===== src/rtl/axi4_mult_master.sv =====
// ---------------------------------------------------------------------------
// axi4_mult_master
//
// AXI4-style initiator for the multiplier slave wrapper. A start pulse on the
// user port latches two SZ-bit operands. Operand A is written as one burst to
// address 0 and operand B as one burst to address 1. Each burst is followed
// by its write response. One read burst from address 0 then returns the
// 2*SZ-bit product as DSZ-bit beats, and those beats are assembled into
// result.
//
// The channel set is a reduced AXI4 subset (no len/size/id). Burst lengths
// are implied by the parameters:
//   NB = SZ/DSZ     beats per operand write burst
//   NR = 2*SZ/DSZ   beats in the product read burst
//
// Ports
//   clk, rst        clock; synchronous active-high reset
//   start, a, b     user request; sampled only while idle
//   busy, done      busy in every state but IDLE; done pulses once at the end
//   result, err     assembled product and sticky error of the last transaction
//   aw*             write address channel  (awaddr, awvalid / awready)
//   w*              write data channel     (wdata, wvalid, wlast / wready)
//   b*              write response channel (bresp, bvalid / bready)
//   ar*             read address channel   (araddr, arvalid / arready)
//   r*              read data channel      (rdata, rvalid, rlast, rresp / rready)
//
// State table
//   IDLE | waiting for start; all channel outputs low
//   AW   | presenting write address (op_sel selects operand A or B)
//   W    | streaming operand beats, LSB beat first, wlast on beat NB-1
//   B    | accepting the write response for the current operand
//   AR   | presenting the read address; the slave may stall indefinitely
//   R    | collecting product beats into result
//   FIN  | one-cycle done pulse, then back to IDLE
// ---------------------------------------------------------------------------
module axi4_mult_master #(
  parameter int SZ  = 32,
  parameter int ASZ = 2,
  parameter int DSZ = 8
) (
  input  logic              clk,
  input  logic              rst,

  input  logic              start,
  input  logic [SZ-1:0]     a,
  input  logic [SZ-1:0]     b,
  output logic              busy,
  output logic              done,
  output logic [2*SZ-1:0]   result,
  output logic              err,

  output logic [ASZ-1:0]    awaddr,
  output logic              awvalid,
  input  logic              awready,

  output logic [DSZ-1:0]    wdata,
  output logic              wvalid,
  input  logic              wready,
  output logic              wlast,

  input  logic              bresp,
  input  logic              bvalid,
  output logic              bready,

  output logic [ASZ-1:0]    araddr,
  output logic              arvalid,
  input  logic              arready,

  input  logic [DSZ-1:0]    rdata,
  input  logic              rvalid,
  output logic              rready,
  input  logic              rlast,
  input  logic              rresp
);

  localparam int NB = SZ / DSZ;
  localparam int NR = 2 * SZ / DSZ;
  // The beat counter must be able to hold NR itself, the saturation value
  // that marks surplus read beats.
  localparam int BW = $clog2(NR + 1);

  localparam logic [BW-1:0] NR_B      = BW'(NR);
  localparam logic [BW-1:0] LAST_NB_B = BW'(NB - 1);

  typedef enum logic [2:0] {
    S_IDLE = 3'd0,
    S_AW   = 3'd1,
    S_W    = 3'd2,
    S_B    = 3'd3,
    S_AR   = 3'd4,
    S_R    = 3'd5,
    S_FIN  = 3'd6
  } state_t;

  state_t            state_q, state_d;
  logic [BW-1:0]     beat_q, beat_d;
  logic              op_sel_q, op_sel_d;
  logic [SZ-1:0]     a_q, a_d;
  logic [SZ-1:0]     b_q, b_d;
  logic [2*SZ-1:0]   result_q, result_d;
  logic              err_q, err_d;

  // Handshakes are qualified by state because the matching valid/ready
  // output is asserted only in that state.
  logic aw_hs, w_hs, b_hs, ar_hs, r_hs;
  assign aw_hs = (state_q == S_AW) && awready;
  assign w_hs  = (state_q == S_W)  && wready;
  assign b_hs  = (state_q == S_B)  && bvalid;
  assign ar_hs = (state_q == S_AR) && arready;
  assign r_hs  = (state_q == S_R)  && rvalid;

  logic [SZ-1:0] operand;
  assign operand = op_sel_q ? b_q : a_q;

  // -------------------------------------------------------------------------
  // State and datapath registers
  // -------------------------------------------------------------------------
  always_ff @(posedge clk) begin
    if (rst) begin
      state_q  <= S_IDLE;
      beat_q   <= '0;
      op_sel_q <= 1'b0;
      a_q      <= '0;
      b_q      <= '0;
      result_q <= '0;
      err_q    <= 1'b0;
    end else begin
      state_q  <= state_d;
      beat_q   <= beat_d;
      op_sel_q <= op_sel_d;
      a_q      <= a_d;
      b_q      <= b_d;
      result_q <= result_d;
      err_q    <= err_d;
    end
  end

  // -------------------------------------------------------------------------
  // Next-state logic
  // -------------------------------------------------------------------------
  always_comb begin
    state_d = state_q;
    case (state_q)
      S_IDLE: if (start) state_d = S_AW;
      S_AW:   if (aw_hs) state_d = S_W;
      S_W:    if (w_hs && (beat_q == LAST_NB_B)) state_d = S_B;
      S_B:    if (b_hs) state_d = op_sel_q ? S_AR : S_AW;
      S_AR:   if (ar_hs) state_d = S_R;
      S_R:    if (r_hs && rlast) state_d = S_FIN;
      S_FIN:  state_d = S_IDLE;
      default: state_d = S_IDLE;
    endcase
  end

  // -------------------------------------------------------------------------
  // Datapath next values
  // -------------------------------------------------------------------------
  always_comb begin
    beat_d   = beat_q;
    op_sel_d = op_sel_q;
    a_d      = a_q;
    b_d      = b_q;
    result_d = result_q;
    err_d    = err_q;

    case (state_q)
      S_IDLE: begin
        if (start) begin
          a_d      = a;
          b_d      = b;
          result_d = '0;
          err_d    = 1'b0;
          op_sel_d = 1'b0;
        end
      end

      S_AW: begin
        if (aw_hs) beat_d = '0;
      end

      S_W: begin
        if (w_hs) beat_d = beat_q + 1'b1;
      end

      S_B: begin
        if (b_hs) begin
          if (!bresp) err_d = 1'b1;
          if (!op_sel_q) op_sel_d = 1'b1;
        end
      end

      S_AR: begin
        if (ar_hs) beat_d = '0;
      end

      S_R: begin
        if (r_hs) begin
          if (beat_q < NR_B) begin
            for (int i = 0; i < NR; i++) begin
              if (beat_q == BW'(i)) result_d[i*DSZ +: DSZ] = rdata;
            end
          end else begin
            // Surplus beat beyond the product width: dropped and flagged.
            err_d = 1'b1;
          end
          if (beat_q != NR_B) beat_d = beat_q + 1'b1;
          if (!rresp) err_d = 1'b1;
          // rlast must coincide with beat NR-1; early or late is an error.
          if (rlast && ((beat_q + 1'b1) != NR_B)) err_d = 1'b1;
        end
      end

      default: ;
    endcase
  end

  // -------------------------------------------------------------------------
  // Outputs (Moore, decoded from the current state)
  // -------------------------------------------------------------------------
  always_comb begin
    busy    = (state_q != S_IDLE);
    done    = 1'b0;
    awaddr  = '0;
    awvalid = 1'b0;
    wdata   = '0;
    wvalid  = 1'b0;
    wlast   = 1'b0;
    bready  = 1'b0;
    araddr  = '0;
    arvalid = 1'b0;
    rready  = 1'b0;

    case (state_q)
      S_AW: begin
        awvalid = 1'b1;
        awaddr  = ASZ'(op_sel_q);
      end
      S_W: begin
        wvalid = 1'b1;
        wlast  = (beat_q == LAST_NB_B);
        for (int i = 0; i < NB; i++) begin
          if (beat_q == BW'(i)) wdata = operand[i*DSZ +: DSZ];
        end
      end
      S_B:   bready  = 1'b1;
      S_AR:  arvalid = 1'b1;
      S_R:   rready  = 1'b1;
      S_FIN: done    = 1'b1;
      default: ;
    endcase
  end

  assign result = result_q;
  assign err    = err_q;

endmodule


===== config.mk =====
export PLATFORM = sky130hd
export DESIGN_NAME = axi4_mult_master
export DESIGN_NICKNAME = d
export VERILOG_FILES = /design/src/rtl/axi4_mult_master.sv
export SDC_FILE = /design/constraint.sdc
export NUM_CORES = 1
export LEC_CHECK = 0
export CORE_ASPECT_RATIO = 1.4
export CORE_MARGIN = 2
export CORE_UTILIZATION = 44
export DETAILED_ROUTE_END_ITERATION = 10
export PLACE_DENSITY = 0.77
export REMOVE_ABC_BUFFERS = 1
export SYNTH_ARGS = -nofsm -noshare
export SYNTH_HDL_FRONTEND = slang
export SYNTH_SLANG_ARGS = --single-unit

===== constraint.sdc =====
create_clock -name clk -period 2.05 [get_ports clk]
set_input_delay 0.41 -clock clk [delete_from_list [all_inputs] [get_ports clk]]
set_output_delay 0.41 -clock clk [all_outputs]
set_load 0.01 [all_outputs]

# == After elaboration in Yosys (flattened, before gate mapping) ==
# Index checks and enable logic that the tools add are counted.
# totals
input_bits,83
mem_bits_rw,0
register_bits,137
latchBits,0
mem_count,0
romBits,0
wordCells,129
output_inout_bits,85
# op_classes
n_mux,50
shift,0
bitwise_logic,0
n_reduce_logical,28
order_cmp,1
n_addsub,1
n_eq_ne,35
div_mod_pow,0
multipliers,0
# op_table
cell,n
64-bit two-way mux,3
64-bit case mux with 2 select lines,1
8-bit two-way mux,13
5-bit AND reduction,8
32-bit two-way mux,1
2-bit by 1-bit != test with 1-bit output (second input constant),12
3-bit two-way mux,7
4-bit two-way mux,5
3-bit case mux with 6 select lines,1
6-bit AND reduction,3
4-bit by 3-bit == test with 1-bit output (second input constant),4
1-bit two-way mux,16
4-bit case mux with 4 select lines,1
2-bit != test (second input constant),7
3-bit == test (second input constant),3
4-bit by 2-bit == test with 1-bit output (second input constant),2
1-bit logical AND,8
4-bit != test (second input constant),2
3-bit by 2-bit == test with 1-bit output (second input constant),2
3-bit nonzero test,2
4-bit by 1-bit adder with 4-bit output (second input constant),1
4-bit by 1-bit == test with 1-bit output (second input constant),1
4-bit zero test,1
4-bit < comparator (second input constant),1
other kinds (9),10

# == Longest topological paths before layout ==
# Gate-level depths: netlist of the first run.
# logic_depth
word_depth,6
ltp_mapped,8
depth_no_buf,6

# == Worst setup path after synthesis of the first run ==
# OpenSTA, ideal clock, no wires.
# synth_timing
path_kind,reg-to-output
from,register beat_q[1]
to,output wdata[0]
slack_ns,-0.242
arrival_time_ns,1.882
stages_incl_launch_ff,8
path_cell_list,dfxtp_1 inv_1 ha_1 or4b_2 clkbuf_1 o22ai_1 o21ai_0 o22ai_1
# synth_via
elab_chain_len,6
word_cells_on_any_way,9
classes_between,eq/ne (3); mux (5); reduce/logical (1)
# synth_rtl
element,line_no,rtl
"start, declared",96,"logic [BW-1:0] beat_q, beat_d;"
"start signal, assigned",129,beat_q <= beat_d;
4-bit zero test,242,if (beat_q == BW'(i)) wdata = operand[i*DSZ +: DSZ];
8-bit two-way mux (3 in a row),242,
8-bit two-way mux *,242,
8-bit two-way mux *,233,case (state_q)
"end, declared",56,"output logic [DSZ-1:0] wdata,"
# Every way passes the cells marked *; elsewhere a longest branch is shown, timed or not.

# == Worst setup path in the final report of the first run ==
# layout_timing
from,register beat_q[1]
to,output wdata[1]
# Same word-level chain as after synthesis.

==> flow_metrics.py, run 1 <==
metrics = {
    "placement": {
        "place.gp.congestion": 0.9273,
        "hpwl_um": 12020,
        "place_area_um2": 8258,
        "place_inst": 1029,
        "port_buffers": 164,
    },
    "pwr": {
        "power_frac_clock_pct": 34.3,
        "p_switching_mw": 2.831,
        "comb_power_share_pct": 32.3,
        "power.density_nw_per_um2": 1012,
        "p_leak_nw": 3.403,
        "switching_share_pct": 30.70,
        "power.internal_mw": 6.390,
        "seq_power_share_pct": 33.4,
        "ir_worst_vdd_uv": 661.6,
    },
    "synth": {
        "yosysTopAreaCell": "dfxtp_1",
        "synthDistinctLibCells": 52,
        "synthCells": 688,
        "yosysSeqAreaShare_pct": 45.16,
        "avgSynthCellArea_um2": 8.828,
        "synth_ff_type": "dfxtp_1",
        "synth_area_um2": 6073,
        "synth_edf_count": 0,
        "synthTopCellsByArea": "dfxtp_1 (45%), mux2i_1 (16%), nand2_1 (8.7%)",
        "synthArstFlopShare_pct": 0,
        "ys.warnings.count": 0,
        "synth_top_cell_area_share_pct": 45.16,
        "synth-seq-cells": 137,
    },
    "setup_path": {
        "r2r_slack_ns": -0.08,
        "cp-endpoint": "wdata[1]",
        "startpoint_type": "flop",
        "critPathRequiredTime_ns": 1.64,
        "r2r_end": "result[10]$_SDFFE_PP0P_",
        "worstPathMaxFanout": 7,
        "cp-end-kind": "primary output",
        "r2r-start": "beat_q[1]$_SDFFE_PP0P_",
        "worstSetupPathType": "reg2out",
        "arrival_ns": 2.22,
        "startpoint": "beat_q[1]$_SDFFE_PP0P_",
        "reg2reg_depth": 10,
    },
    "drt": {
        "wire_per_inst_um": 16.82,
        "wl_um": 17980,
        "drt_iter0_drc": 258,
        "route.detailed.drc": 0,
        "antenna_left": 0,
        "dr.pass1.iters": 5,
        "drt-vias-per-instance": 5.252,
        "num_vias": 5614,
    },
    "cells_and_area": {
        "final_cell_mix": "clkdlybuf4s50_1 (146), nand2_1 (140), dfxtp_1 (133), mux2i_1 (94), nor2_1 (72)",
        "layout.cells.non_filler": 1069,
        "antenna_cells": 0,
        "final_core_util_pct": 67.72,
        "finalInstanceArea_um2": 9109,
        "final_common_cell": "clkdlybuf4s50_1",
        "drive_gt1_share_pct": 16.57,
        "nets": 961,
        "syn_to_final_growth_pct": 49.98,
    },
    "sta": {
        "hold_viol_final": 0,
        "slew_headroom_pct": 65.56,
        "fin_ws_ns": -0.5838,
        "rsz0062_at_grt": "true",
        "tns_ns": -5.236,
        "fin_crit_ns": 2.634,
        "finalCritPeriodShare_pct": 128.5,
        "final-setup-viol-count": 25,
        "fmax_mhz": 379.7,
        "worst_pin_slew_ns": 0.5112,
        "hold_ws_ns": 0.3742,
        "slew_violations": 0,
        "finalClockSkew_ns": 0.008263,
    },
    "global_routing": {
        "grt_antenna_before_repair": 0,
        "grt_first_pass_wirelength_um": 28120,
        "grt_pass1_vias": 5697,
        "grt_overflow_total": 0,
        "track_usage_pct": 24.54,
        "grt_max_degree": 69,
    },
    "die": {
        "coreArea_um2": 13450,
        "die_w_um": 103.3,
        "pin_count": 168,
        "die_y_um": 143.0,
        "die_area_um2": 14770,
        "row_count": 50,
        "start_util_pct": 45.15,
    },
    "clocking": {
        "insertion_delay_ns": 0.42,
        "ctsHoldBuffers": 0,
        "clk_path_buf_depth": 2,
        "cts_made_buffers": 17,
        "htreeDepth": 4,
        "clk_pin_slew_ns": 0.06,
        "root_buffer": "clkbuf_16",
        "cts_tree": "yes",
        "clock-sinks": 137,
    },
    "run": {
        "cap_violations": 0,
    },
    "run_status": {
        "violations": "negative setup slack",
        "status": "complete, but fails checks",
    },
    "worst_hold_path": {
        "worstHoldPathType": "in2reg",
    },
}
## what timing repair did
action / 4_1_cts / 5_1_grt
endpoints found under the setup margin: 49 / 49
cloned: 2 / 0
pin swaps: 12 / 14
buffers inserted: 7 / 3
resized for setup: 81 / 31
## critical path, cell delays in order, from the launching register on
cell and delay (ns):
dfxtp_2 0.35, inv_4 0.05, ha_4 0.15, or4b_4 0.50, buf_8 0.16, o22ai_2 0.14
o21ai_1 0.10, o22ai_2 0.19, buf_2 0.16
## metrics by stage
stage               worst slack (ns)  total power, mW
detailed placement           -0.7685            5.733
finish                       -0.5838            9.221
CTS                          -0.5537            9.127
floorplan                    -0.8393            4.521
global placement             -0.7281            5.647
global route                 -0.6446            9.588
## area by class of cell
| type | count | area [um^2] |
|---|---|---|
| fillers | 1004 | 4342 |
| multi-input cells | 487 | 3182 |
| flip-flops and latches | 137 | 2753 |
| repair buffers | 222 | 2297 |
| clock buffers | 19 | 442.9 |
| well taps | 182 | 227.7 |
| clock inverters | 13 | 167.7 |
| inverters | 9 | 38.79 |
## Yosys cell counts (all sizes together), types with 3 or more instances
library cell  count
nand3             4
mux2i            96
ha                4
and3b             3
nand2           141
nand3b            5
a221oi            8
o22ai            16
a21oi            70
buf              22
o21ai            13
clkbuf           36
dfxtp           137
or3b              6
nor3              3
inv               8
nor2             72
and2             11
## layer usage
| layer | part of all wire, % | routed length, um | up-vias | global-route usage [%] |
|---|---|---|---|---|
| li1 | - | - | 2715 | - |
| met1 | 38 | 6876 | 2643 | 27.28 |
| met2 | 51 | 9137 | 221 | 43.27 |
| met3 | 8.5 | 1525 | 35 | 7.538 |
| met4 | 2.5 | 443 | 0 | 9.072 |
| met5 | 0 | 0 | - | 0 |
## cells by family after synthesis
family	share of synthesized area (%)
simple gates	18.73
flops	45.16
compound gates	14.22
mux	16.01
buf+inv	5.006
fa+ha+maj	0.8241
other cells	0.06175
## state kept, by name (all words and copies together) (netlist names)
signal / cells
err: 1
a_q: 32
op_sel_q: 1
b_q: 32
result: 64
state_q: 3
beat_q: 4
## power groups by stage
stage	sequential, mW	combinational [mW]	clock [mW]
2_1_floorplan	3.18	1.34	0
4_1_cts	3.07	2.86	3.20
6_report	3.08	2.97	3.17
3_3_place_gp	3.09	2.56	0
5_1_grt	3.11	3.17	3.31
3_5_place_dp	3.11	2.62	0
## worst min path at each step
| stage | start | to | slack (ns) | cells past startpoint |
|---|---|---|---|---|
| after floorplan | a_q[0]$_SDFFE_PP0P_ | a_q[0]$_SDFFE_PP0P_ | 0.43 | 2 |
| after global placement | b_q[23]$_SDFFE_PP0P_ | b_q[23]$_SDFFE_PP0P_ | 0.44 | 2 |
| after detailed placement | a_q[23]$_SDFFE_PP0P_ | a_q[23]$_SDFFE_PP0P_ | 0.45 | 2 |
| after CTS | rst | b_q[14]$_SDFFE_PP0P_ | 0.37 | 2 |
| after global routing | rst | a_q[30]$_SDFFE_PP0P_ | 0.39 | 2 |
| final | rst | a_q[30]$_SDFFE_PP0P_ | 0.37 | 2 |
Power figures use the tool's default switching activity.
==> inputs of run 2 (changes only) <==
==> constraint.sdc (replaced) <==
create_clock -name clk -period 2.05 [get_ports clk]
set_input_delay 0.5125 -clock clk [delete_from_list [all_inputs] [get_ports clk]]
set_output_delay 0.5125 -clock clk [all_outputs]
set_load 0.01 [all_outputs]
==> run 2 against run 1 <==
Effect of this change: sequential share of layout area shrank 0.14 points; power is 0.22% higher; the run still ends with negative setup slack left; routed wire length is 0.62% higher; worst setup slack worse by 0.068 ns; combinational power up 3%; highest routed layer unchanged; maximum frequency decreased by 2.5%.
==> flow_metrics.py, run 2 (synthesis results as in run 1) <==
metrics = {
    "run_status": {
        "status": "complete, but fails checks",
        "violations": "negative setup slack",
    },
    "clocking": {
        "cts_made_buffers": 17,
        "htreeDepth": 4,
        "clk_path_buf_depth": 2,
        "root_buffer": "clkbuf_16",
        "clock-sinks": 137,
        "insertion_delay_ns": 0.41,
        "cts_tree": "yes",
        "clk_pin_slew_ns": 0.06,
    },
    "cells_and_area": {
        "drive_gt1_share_pct": 17.18,
        "final_cell_mix": "clkdlybuf4s50_1 (145), nand2_1 (140), dfxtp_1 (133), mux2i_1 (91), nor2_1 (72)",
        "final_core_util_pct": 68.05,
        "antenna_cells": 0,
        "layout.cells.non_filler": 1067,
        "fillers": 1016,
        "multi_input_area_um2": 3222,
        "nets": 961,
        "regArea_um2": 2753,
        "syn_to_final_growth_pct": 50.70,
        "final_common_cell": "clkdlybuf4s50_1",
        "largest_reg_flops": 64,
    },
    "drt": {
        "antenna_left": 0,
        "route.detailed.drc": 0,
        "wire_per_inst_um": 16.96,
        "wl_um": 18090,
        "dr.pass1.iters": 4,
        "drt_iter0_drc": 339,
        "drt-vias-per-instance": 5.216,
        "num_vias": 5566,
    },
    "die": {
        "coreArea_um2": 13450,
        "die_w_um": 103.3,
        "pin_count": 168,
        "row_count": 50,
        "die_area_um2": 14770,
        "die_y_um": 143.0,
        "start_util_pct": 45.15,
    },
    "sta": {
        "hold_ws_ns": 0.4545,
        "fmax_mhz": 370.1,
        "fin_crit_ns": 2.702,
        "hold_viol_final": 0,
        "fin_ws_ns": -0.6519,
        "worst_pin_slew_ns": 0.5353,
        "final-setup-viol-count": 23,
        "slew_violations": 0,
        "finalCritPeriodShare_pct": 131.8,
        "finalClockSkew_ns": 0.01044,
        "slew_headroom_pct": 63.94,
        "rsz0062_at_grt": "true",
    },
    "worst_hold_path": {
        "worstHoldPathType": "reg2reg",
        "hold_start": "b_q[13]$_SDFFE_PP0P_",
    },
    "setup_path": {
        "startpoint": "beat_q[1]$_SDFFE_PP0P_",
        "worst_path_most_repeated_cell": "o22ai_2",
        "startpoint_type": "flop",
        "arrival_ns": 2.19,
        "cp_cell_sequence": "inv_4, ha_4, or4b_4, buf_6, o22ai_2, o21ai_2, o22ai_2, buf_2",
        "worstPathMaxFanout": 4,
        "crit_slowest_cell": "or4b_4",
        "worstSetupPathType": "reg2out",
        "cp-end-kind": "primary output",
        "critPathRequiredTime_ns": 1.54,
        "r2r-start": "beat_q[1]$_SDFFE_PP0P_",
        "slowest_delay_ns": 0.53,
    },
    "global_routing": {
        "grt_pass1_vias": 5584,
        "grt_max_degree": 65,
        "grt_first_pass_wirelength_um": 27910,
        "grt_overflow_total": 0,
        "grtUsageMet1_pct": 26.77,
        "grt.met3_usage_pct": 8.517,
        "track_usage_pct": 24.46,
        "grt_util_met2_pct": 42.93,
        "grt_antenna_before_repair": 0,
        "grt-busiest-layer": "met2",
    },
    "pwr": {
        "p_leak_nw": 3.421,
        "power_mw": 9.241,
        "ir_worst_vdd_uv": 573.1,
        "power.density_nw_per_um2": 1010,
    },
    "placement": {
        "place_inst": 1030,
        "hpwl_um": 12310,
        "port_buffers": 164,
        "pre_cts_ws_ns": -0.8938,
        "place.gp.congestion": 0.9128,
    },
    "run": {
        "cap_violations": 0,
    },
}
run 2: cell types whose count changed in the layout (fill, tap and decap cells not counted), sizes merged:
cell,previous run,this run
clkinv,3,6
clkinvlp,5,2
clkdlybuf4s15,3,1
buf,67,68
clkbuf,19,18
clkdlybuf4s50,146,145
dlygate4sd2,5,6
run 2: worst paths after layout:
kind / depth (start not counted) / endpoint / slack (ns)
min: 2 / b_q[13]$_SDFFE_PP0P_ / 0.45
min reg2reg: 2 / b_q[13]$_SDFFE_PP0P_ / 0.45
max reg2reg: 10 / result[14]$_SDFFE_PP0P_ / -0.17
max: 8 / wdata[3] / -0.65
run 2: area by class of cell:
| cell class | instances | area share, % |
|---|---|---|
| clock inverters | 13 | 1.873 |
| flip-flops and latches | 137 | 30.08 |
| repair buffers | 222 | 25.29 |
| well taps | 182 | 2.488 |
| multi-input cells | 487 | 35.20 |
| clock buffers | 17 | 4.648 |
| inverters | 9 | 0.4238 |
run 2: power breakdown:
part / switching (mW) / internal [mW]
clock network: 1.19 / 1.92
logic: 1.51 / 1.55
registers: 0.152 / 2.93
run 2: worst max-delay path, delay by kind of cell, from the launching register on:
family / cells / cell delay (ns)
compound gates: 3 / 0.38
flops: 1 / 0.35
fa+ha+maj: 1 / 0.15
simple gates: 1 / 0.53
buf+inv: 3 / 0.36
run 2: metrics by stage:
step | instance area (um^2) | setup TNS (ns)
2_1_floorplan | 5811 | -88.21
3_5_place_dp | 8290 | -31.83
4_1_cts | 9075 | -5.873
3_3_place_gp | 8290 | -30.06
5_1_grt | 9153 | -8.567
6_report | 9153 | -6.775
run 2: timing repair:
item / in CTS / in global routing
endpoints found under the hold margin: 0 / 0
pin swaps: 22 / 11
hold buffers: 0 / 0
gates cloned: 2 / 0
gates resized for setup: 96 / 22
setup buffers: 4 / 1
endpoints found under the setup margin: 54 / 46
run 2: routing by layer:
metal | share of wire, % | up-vias
met5 | 0 | -
met4 | 2.4 | 0
met3 | 7.8 | 34
met2 | 51 | 194
met1 | 39 | 2629
li1 | - | 2709
==> inputs of run 3 (changes only) <==
- CTS_CLUSTER_DIAMETER: unset -> 120
- HOLD_SLACK_MARGIN: unset -> 0.12
- SKIP_LAST_GASP: unset -> 1
==> run 3 against run 2 <==
Effect of this change: the flow still finishes with violations (negative setup slack); worst hold slack hardly changed; power hardly changed; largest power group unchanged; non-clock buffer count grew 1; cell count about the same; clock power about the same; via count increased by 0.27%; largest cell class unchanged; highest routed layer unchanged; design area increased by 0.11%; clock skew increased by 0.0048 ns.
==> flow_metrics.py, run 3 (synthesis results as in run 1) <==
metrics = {
    "sta": {
        "final-setup-viol-count": 19,
        "finalCritPeriodShare_pct": 131.8,
        "hold_viol_final": 0,
        "finalClockSkew_ns": 0.01521,
        "fmax_mhz": 370.2,
        "fin_crit_ns": 2.702,
        "slew_violations": 0,
        "rsz0062_at_grt": "true",
        "fin_ws_ns": -0.6516,
        "worst_pin_slew_ns": 0.5395,
        "slew_headroom_pct": 63.66,
        "hold_ws_ns": 0.4542,
    },
    "placement": {
        "place_inst": 1030,
        "place.gp.congestion": 0.9128,
        "port_buffers": 164,
        "hpwl_um": 12310,
        "place_area_um2": 8290,
    },
    "setup_path": {
        "worstPathMaxFanout": 4,
        "worstSetupPathType": "reg2out",
        "cp-end-kind": "primary output",
        "arrival_ns": 2.19,
        "critPathRequiredTime_ns": 1.54,
        "startpoint_type": "flop",
    },
    "clocking": {
        "cts_made_buffers": 17,
        "root_buffer": "clkbuf_16",
        "insertion_delay_ns": 0.41,
        "clk_path_buf_depth": 2,
        "ctsHoldBuffers": 0,
        "cts_tree": "yes",
        "clock-sinks": 137,
        "clk_pin_slew_ns": 0.06,
        "htreeDepth": 4,
    },
    "die": {
        "die_w_um": 103.3,
        "row_count": 50,
        "coreArea_um2": 13450,
        "die_y_um": 143.0,
        "die_area_um2": 14770,
        "pin_count": 168,
        "start_util_pct": 45.15,
    },
    "cells_and_area": {
        "final_common_cell": "clkdlybuf4s50_1",
        "nets": 962,
        "largest_reg_flops": 64,
        "drive_gt1_share_pct": 17.27,
        "layout.cells.non_filler": 1068,
        "finalInstanceArea_um2": 9163,
        "final_core_util_pct": 68.12,
        "fillers": 1013,
        "final_cell_mix": "clkdlybuf4s50_1 (145), nand2_1 (140), dfxtp_1 (133), mux2i_1 (91), nor2_1 (72)",
        "antenna_cells": 0,
        "syn_to_final_growth_pct": 50.87,
    },
    "pwr": {
        "power.internal_mw": 6.398,
        "p_leak_nw": 3.424,
        "power_mw": 9.242,
        "ir_worst_vdd_uv": 572.7,
        "p_switching_mw": 2.844,
        "comb_power_share_pct": 33.1,
        "seq_power_share_pct": 33.3,
        "power_frac_clock_pct": 33.6,
        "power.density_nw_per_um2": 1009,
        "switching_share_pct": 30.77,
    },
    "drt": {
        "wire_per_inst_um": 16.89,
        "num_vias": 5581,
        "antenna_left": 0,
        "drt_iter0_drc": 304,
        "route.detailed.drc": 0,
        "drt-vias-per-instance": 5.226,
        "wl_um": 18040,
        "dr.pass1.iters": 4,
    },
    "global_routing": {
        "grtUsageMet1_pct": 26.77,
        "grt_max_degree": 65,
        "grt_overflow_total": 0,
        "grt_first_pass_wirelength_um": 27900,
        "grt_util_met2_pct": 43.06,
        "track_usage_pct": 24.44,
        "grt.met3_usage_pct": 8.468,
        "grt-busiest-layer": "met2",
        "grt_antenna_before_repair": 0,
        "grt_pass1_vias": 5578,
    },
    "worst_hold_path": {
        "worstHoldPathType": "reg2reg",
    },
    "run": {
        "cap_violations": 0,
    },
    "run_status": {
        "status": "complete, but fails checks",
        "violations": "negative setup slack",
    },
}
## run 3: area by class of cell
class | instances | area (um^2) | share of cell area [%]
clock buffers | 17 | 425.4 | 4.643
multi-input cells | 487 | 3232 | 35.27
well taps | 182 | 227.7 | 2.485
clock inverters | 13 | 171.4 | 1.871
inverters | 9 | 38.79 | 0.4233
flip-flops and latches | 137 | 2753 | 30.04
repair buffers | 223 | 2315 | 25.26
## run 3: worst max-delay path, stage by stage, from the launching register on
cell	delay, ns
dfxtp_2	0.35
inv_4	0.05
ha_4	0.15
or4b_4	0.53
buf_6	0.16
o22ai_2	0.15
o21ai_2	0.07
o22ai_2	0.16
buf_2	0.15
## run 3: final timing paths
| check | cells after the start | endpoint | slack, ns | start |
|---|---|---|---|---|
| max reg2reg | 10 | result[14]$_SDFFE_PP0P_ | -0.20 | beat_q[1]$_SDFFE_PP0P_ |
| min reg2reg | 2 | a_q[16]$_SDFFE_PP0P_ | 0.45 | a_q[16]$_SDFFE_PP0P_ |
| max | 8 | wdata[3] | -0.65 | beat_q[1]$_SDFFE_PP0P_ |
| min | 2 | a_q[16]$_SDFFE_PP0P_ | 0.45 | a_q[16]$_SDFFE_PP0P_ |
## run 3: repair_timing
action	4_1_cts	5_1_grt
gates resized for setup	95	22
setup endpoints to repair	54	46
pin swaps	21	12
gates cloned	2	0
setup buffers	4	2
## run 3: power by group through the flow
stage                     Clock [mW]  Sequential, mW  Combinational, mW
final                           3.10            3.08               3.06
after global routing            3.28            3.11               3.26
after CTS                       3.15            3.08               2.95
after detailed placement           0            3.11               2.69
after global placement             0            3.09               2.60
after floorplan                    0            3.18               1.34
## run 3: metal layers
layer	share of wire, %	up-vias
li1	-	2712
met1	39	2632
met2	51	208
met3	8.0	29
met4	2.3	0
met5	0	-
## run 3: metrics by stage
stage | setup WS [ns] | setup TNS, ns
after CTS | -0.7155 | -5.967
after global placement | -0.8246 | -30.06
after global routing | -0.7024 | -8.292
after detailed placement | -0.8938 | -31.83
after floorplan | -0.8393 | -88.21
final | -0.6516 | -6.743
